===== config.mk =====
export PLATFORM = sky130hd
export DESIGN_NAME = req_arbiter
export DESIGN_NICKNAME = d
export VERILOG_FILES = /design/src/rtl/req_arbiter.sv
export SDC_FILE = /design/constraint.sdc
export NUM_CORES = 1
export LEC_CHECK = 0
export ABC_AREA = 1
export BUFFER_PORTS_ARGS = -buffer_cell sky130_fd_sc_hd__buf_2
export CAP_MARGIN = 5
export CELL_PAD_IN_SITES_DETAIL_PLACEMENT = 1
export CELL_PAD_IN_SITES_GLOBAL_PLACEMENT = 1
export CORE_ASPECT_RATIO = 1.75
export CORE_MARGIN = 8
export CORE_UTILIZATION = 40
export CTS_CLUSTER_SIZE = 40
export DETAILED_ROUTE_END_ITERATION = 10
export PLACE_DENSITY_LB_ADDON = 0.1
export SETUP_SLACK_MARGIN = 0.4
export SKIP_CTS_REPAIR_TIMING = 1
export SYNTH_ARGS = -nofsm -noshare
export SYNTH_HDL_FRONTEND = slang
export SYNTH_SLANG_ARGS = --single-unit

===== constraint.sdc =====
create_clock -name clock -period 1.83 [get_ports clock]
set_input_delay 0.183 -clock clock [delete_from_list [all_inputs] [get_ports clock]]
set_output_delay 0.183 -clock clock [all_outputs]
set_load 0.01 [all_outputs]

===== src/rtl/req_arbiter.sv =====
// ---------------------------------------------------------------------------
// req_arbiter
//
// Round-robin arbiter for four clients in front of a single req/ack
// handshake engine. Each client pulses its cli_req bit for one cycle. The
// pulse is held in a pending register until the transaction for that client
// finishes: either the engine acks it, or the wait times out.
//
// Each winning client gets one downstream transaction:
//   IDLE  -> ISSUE  one-cycle req pulse to the engine
//   ISSUE -> WAIT   wait for ack, with a timeout of TIMEOUT cycles
//   WAIT  -> IDLE   ack received: cli_done pulse to the client
//   WAIT  -> DRAIN  timed out: cli_err pulse to the client
//   DRAIN -> IDLE   the late ack has been absorbed
//
// Parameters:
//   TIMEOUT       number of WAIT cycles without ack before abort (2..15)
//
// Ports:
//   clock         single clock; all state changes on its rising edge
//   reset_n       asynchronous active-low reset
//   cli_req[3:0]  one-cycle request pulse per client
//   cli_done[3:0] one-cycle completion pulse per client
//   cli_err[3:0]  one-cycle timeout-abort pulse per client
//   grant_id[1:0] index of the client currently being served
//   busy          high whenever the FSM is not IDLE
//   req           one-cycle request to the downstream engine
//   ack           one-cycle completion strobe from the downstream engine
//   spurious_ack  sticky flag, set by an ack seen in IDLE or ISSUE
//
// Every output is driven from a flop. No input reaches an output through
// combinational logic.
// ---------------------------------------------------------------------------
module req_arbiter #(
    parameter int unsigned TIMEOUT = 12
) (
    input  logic       clock,
    input  logic       reset_n,
    input  logic [3:0] cli_req,
    output logic [3:0] cli_done,
    output logic [3:0] cli_err,
    output logic [1:0] grant_id,
    output logic       busy,
    output logic       req,
    input  logic       ack,
    output logic       spurious_ack
);

    typedef enum logic [1:0] {
        IDLE,
        ISSUE,
        WAIT,
        DRAIN
    } state_t;

    // Last timer value before abort. With TIMEOUT <= 15 this fits in the
    // 4-bit timer, so the timer never wraps.
    localparam logic [3:0] TIMER_LAST = 4'(TIMEOUT - 1);

    state_t     state;
    logic [3:0] pending;
    logic [3:0] timer;
    logic [1:0] last_grant;

    logic [3:0] clr_mask;
    logic       rr_valid;
    logic [1:0] rr_pick;

    // Round-robin pick. The search starts at last_grant+1 and wraps modulo 4
    // through the natural 2-bit overflow. k=4 wraps back to last_grant
    // itself, so that client is tried last.
    always_comb begin
        logic [1:0] cand;
        rr_valid = 1'b0;
        rr_pick  = '0;
        cand     = '0;
        for (int unsigned k = 1; k <= 4; k++) begin
            cand = last_grant + 2'(k);
            if (!rr_valid && pending[cand]) begin
                rr_valid = 1'b1;
                rr_pick  = cand;
            end
        end
    end

    // The served client's pending bit clears when its transaction ends in
    // WAIT (by ack or by timeout). A new cli_req in the same cycle still
    // wins, because the set term is ORed in after the clear.
    always_comb begin
        clr_mask = '0;
        if (state == WAIT && (ack || timer == TIMER_LAST)) begin
            clr_mask = 4'b0001 << grant_id;
        end
    end

    always_ff @(posedge clock or negedge reset_n) begin
        if (!reset_n) begin
            state        <= IDLE;
            pending      <= '0;
            timer        <= '0;
            last_grant   <= 2'd3;
            grant_id     <= '0;
            req          <= 1'b0;
            busy         <= 1'b0;
            cli_done     <= '0;
            cli_err      <= '0;
            spurious_ack <= 1'b0;
        end else begin
            // Pulse outputs default low, so each pulse lasts exactly one cycle.
            cli_done <= '0;
            cli_err  <= '0;
            req      <= 1'b0;

            pending <= (pending & ~clr_mask) | cli_req;

            if (ack && (state == IDLE || state == ISSUE)) begin
                spurious_ack <= 1'b1;
            end

            case (state)
                IDLE: begin
                    // Only the registered pending bits are examined here, so
                    // a cli_req arriving now is considered next cycle.
                    if (rr_valid) begin
                        grant_id <= rr_pick;
                        req      <= 1'b1;
                        busy     <= 1'b1;
                        state    <= ISSUE;
                    end
                end

                ISSUE: begin
                    timer <= '0;
                    state <= WAIT;
                end

                WAIT: begin
                    // ack is checked before the timer, so an ack on the
                    // final timer value counts as a completion.
                    if (ack) begin
                        cli_done   <= 4'b0001 << grant_id;
                        last_grant <= grant_id;
                        busy       <= 1'b0;
                        state      <= IDLE;
                    end else if (timer == TIMER_LAST) begin
                        cli_err    <= 4'b0001 << grant_id;
                        last_grant <= grant_id;
                        state      <= DRAIN;
                    end else begin
                        timer <= timer + 4'd1;
                    end
                end

                DRAIN: begin
                    // The engine still owes an ack for the aborted request.
                    // Absorb it before issuing anything new.
                    if (ack) begin
                        busy  <= 1'b0;
                        state <= IDLE;
                    end
                end

                default: begin
                    busy  <= 1'b0;
                    state <= IDLE;
                end
            endcase
        end
    end

endmodule


==> results_tabular.tex <==
\begin{tabular}{lr}
\hline
Metric & Value \\
\hline
\multicolumn{2}{l}{\textbf{Final layout}} \\
Non-filler instance count after layout & 230 \\
Design area & 0.001563 mm² \\
Fraction of final layout cells sized beyond drive strength 1 & 0.3476 \\
Final \#Nets & 196 \\
Synthesis-to-layout area growth & 24.16\% \\
Number of antenna repair diodes & 0 \\
\multicolumn{2}{l}{\textbf{Route}} \\
Routed via count & 1101 \\
Number of DRC markers in iteration 0 & 14 \\
Aggregate routed wire length & 3236 µm \\
Number of antenna-violating nets in the routed design & 0 \\
Post-detailed-route via-to-cell ratio & 4.787 \\
Residual DRC count & 0 \\
Wire length per cell after detailed routing & 14.07 µm \\
Router iterations before antenna repair & 4 \\
\multicolumn{2}{l}{\textbf{Timing}} \\
Tightest slew margin relative to the limit & 0.6229 \\
Setup TNS after final layout & 0 ns \\
\# setup viols final & 0 \\
Final critical-path share of the clock period & 0.8568 \\
Final number of hold-violating endpoints & 0 \\
Slew at the pin with the worst max-slew slack & 0.5656 ns \\
Shortest period the worst path allows & 1.568 ns \\
Number of max-slew violations in the final report & 0 \\
Min Hold Slack & 0.1034 ns \\
Least setup slack across all paths after layout & 0.2621 ns \\
Fmax achieved & 0.6378 GHz \\
Unrepaired setup endpoints after global routing & true \\
Fin Clk Skew & 0.001786 ns \\
\multicolumn{2}{l}{\textbf{Logic synthesis}} \\
Cell count after synthesis & 156 \\
Synthesized area per cell & 8.069 µm² \\
Share of the synthesized area in the top cell type & 0.4573 \\
Number of synthesized register bits & 25 \\
Synth area leaders & dfrtp\_1 46\%, nand2\_1 13\%, inv\_1 6.3\%, nor2\_1 5.7\%, nand2\_2 5.5\% \\
Most used DFF post-synth & dfrtp\_1 \\
Summed instance area of the synthesized netlist & 0.001259 mm² \\
Sequential area share after synthesis & 0.4990 \\
Yosys synthesis warning count & 0 \\
Synthesized netlist net count & 164 \\
Number of distinct library cells after synthesis & 23 \\
Async set or reset register ratio after synthesis & 1.000 \\
Number of flops mapped to enable cells by yosys & 0 \\
Most area-hungry cell type in the Yosys netlist & dfrtp\_1 \\
Most used standard cell by instance count after synthesis & nand2\_1 \\
Synth cell count leaders & 43 x nand2\_1, 23 x dfrtp\_1, 21 x inv\_1 \\
\multicolumn{2}{l}{\textbf{Clock network}} \\
CTS max path bufs & 2 \\
Worst-Skew Late Latency & 0.26 ns \\
Total number of H-tree levels & 1 \\
Clock net sink count & 25 \\
Clock-pin slew reported for the worst setup and hold paths after clock tree synthesis & 0.09 ns \\
TritonCTS clock tree & done \\
Clk Tree Root Cell & clkbuf\_8 \\
Num CTS Buffers & 3 \\
\multicolumn{2}{l}{\textbf{Placed design}} \\
Half-perimeter wire length of the detailed placement result & 2524 µm \\
Worst setup slack after placement & 0.2695 ns \\
Buffers on Ports & 19 \\
Placed Cells & 217 \\
Global placement routability congestion & 0.8015 \\
Total cell area at the placement stage & 0.001396 mm² \\
\multicolumn{2}{l}{\textbf{Worst setup path}} \\
Worst setup EP type & register \\
Category of the most critical setup path & register to register \\
Worst setup SP type & register \\
Critical path cell sequence & inv\_6 > nand2\_2 > nand2\_2 > nand2\_2 > nand2\_2 > nor2\_4 > nand3\_4 > nand2\_4 > inv\_2 > nand2\_1 > nand2\_1 \\
Cell occurring most often along the worst timing path & nand2\_2 \\
R2R Path Start & last\_grant[0]\$\_DFFE\_PN1P\_ \\
Data required time of the critical path & 2.00 ns \\
Max incr delay on CP & 0.63 ns \\
Launch point of the worst path & last\_grant[0]\$\_DFFE\_PN1P\_ \\
Flop-to-flop setup slack & 0.26 ns \\
Maximum fanout along the worst path & 8 \\
Arrival time worst endpoint & 1.73 ns \\
Slowest CP cell & dfstp\_2 \\
\multicolumn{2}{l}{\textbf{GRT}} \\
Number of global-route vias before repair & 1137 \\
Wire length of the first global-routing pass & 5244 µm \\
Initial antenna violation count & 0 \\
Largest net degree at the start of global routing & 26 \\
Grt total ovfl & 0 \\
Global router's overall resource usage & 0.1250 \\
\multicolumn{2}{l}{\textbf{Floorplanning}} \\
Area of the placeable core & 0.003074 mm² \\
Height of the die & 90.21 µm \\
Die ar. & 0.005268 mm² \\
Starting density of the core & 0.4094 \\
I/O pin count & 20 \\
X dimension of the die & 58.41 µm \\
Standard-cell row count & 27 \\
\multicolumn{2}{l}{\textbf{Power}} \\
Power density over cell area & 1550 mW/mm² \\
Maximum vdd drop & 0.0006427 V \\
Static leakage & 0.0008653 µW \\
\multicolumn{2}{l}{\textbf{Hold path}} \\
Critical hold path startpoint & cli\_req[2] \\
Type of the tightest min-delay check & primary input to register \\
\multicolumn{2}{l}{\textbf{Run status}} \\
Result of the run & completed \\
\multicolumn{2}{l}{\textbf{Job}} \\
\# Max-Cap Violations & 0 \\
\hline
\end{tabular}
## layer usage
metal | vias up | GRT usage | routed length [µm]
met5 | - | 0 | 0
met4 | 0 | 0.03086 | 27
met3 | 4 | 0.02140 | 63
met2 | 9 | 0.2472 | 1937
met1 | 545 | 0.1231 | 1207
li1 | 543 | - | -
## path summary, 6_finish.rpt
check	to	cells past startpoint
min in group asynchronous	cli_done[0]$_DFF_PN0_	2
max in group asynchronous	last_grant[0]$_DFFE_PN1P_	2
setup reg to reg	grant_id[1]$_DFFE_PN0P_	11
hold reg to reg	spurious_ack$_DFFE_PN0P_	1
hold / removal	pending[2]$_DFF_PN0_	2
setup / recovery	grant_id[1]$_DFFE_PN0P_	11
## worst max-delay path, delay by kind of cell (launching register included)
family	cells	cell delay, ns
DFF	1	0.63
buffers and inverters	2	0.11
and+or+nand+nor	9	0.70
## logic make-up (layout without fill, tap and decap cells)
| kind of cell | after synthesis | count (layout) | synth area share |
|---|---|---|---|
| adder cells (fa/ha/maj) | 1 | 1 | 0.009939 |
| AO/OA/AOI/OAI | 16 | 16 | 0.07754 |
| flip-flops | 25 | 25 | 0.4990 |
| XOR/XNOR | 1 | 1 | 0.006960 |
| buffers and inverters | 26 | 57 | 0.09047 |
| AND/OR/NAND/NOR | 87 | 87 | 0.3161 |
## metrics by stage
step	total power (µW)	util
global placement	1871	0.4542
global route	2640	0.5083
floorplan	1637	-
detailed placement	1913	0.4542
CTS	2241	0.4693
finish	2422	0.5083
## registers in the layout, summed over array words and instances, names as in the netlist
name,flops
timer,4
last_grant,2
spurious_ack,1
busy,1
state,2
pending,4
req,1
grant_id,2
cli_done,4
cli_err,4
## cell type report
| type | instances | area (µm²) |
|---|---|---|
| Clock inverter | 1 | 5.005 |
| Inverter | 24 | 95.09 |
| Multi-Input combinational cell | 105 | 563.0 |
| Timing Repair Buffer | 29 | 176.4 |
| Clock buffer | 3 | 41.29 |
| Fill cell | 389 | 1511 |
| Tap cell | 43 | 53.80 |
| Sequential cell | 25 | 628.1 |
## layout by cell type, fill, tap and decap left out, drive strengths merged, types with 3 or more instances in the layout
cell	instances
nand3	9
nor2	20
a21oi	4
o21bai	4
clkbuf	3
dfrtp	23
inv	24
buf	28
o21ai	6
nand2	56
## where the power goes
part	switching [µW]	internal [µW]
Clock	174	152
Combinational	795	466
Sequential	141	694
Note: power is estimated with default switching activity, not from simulation.
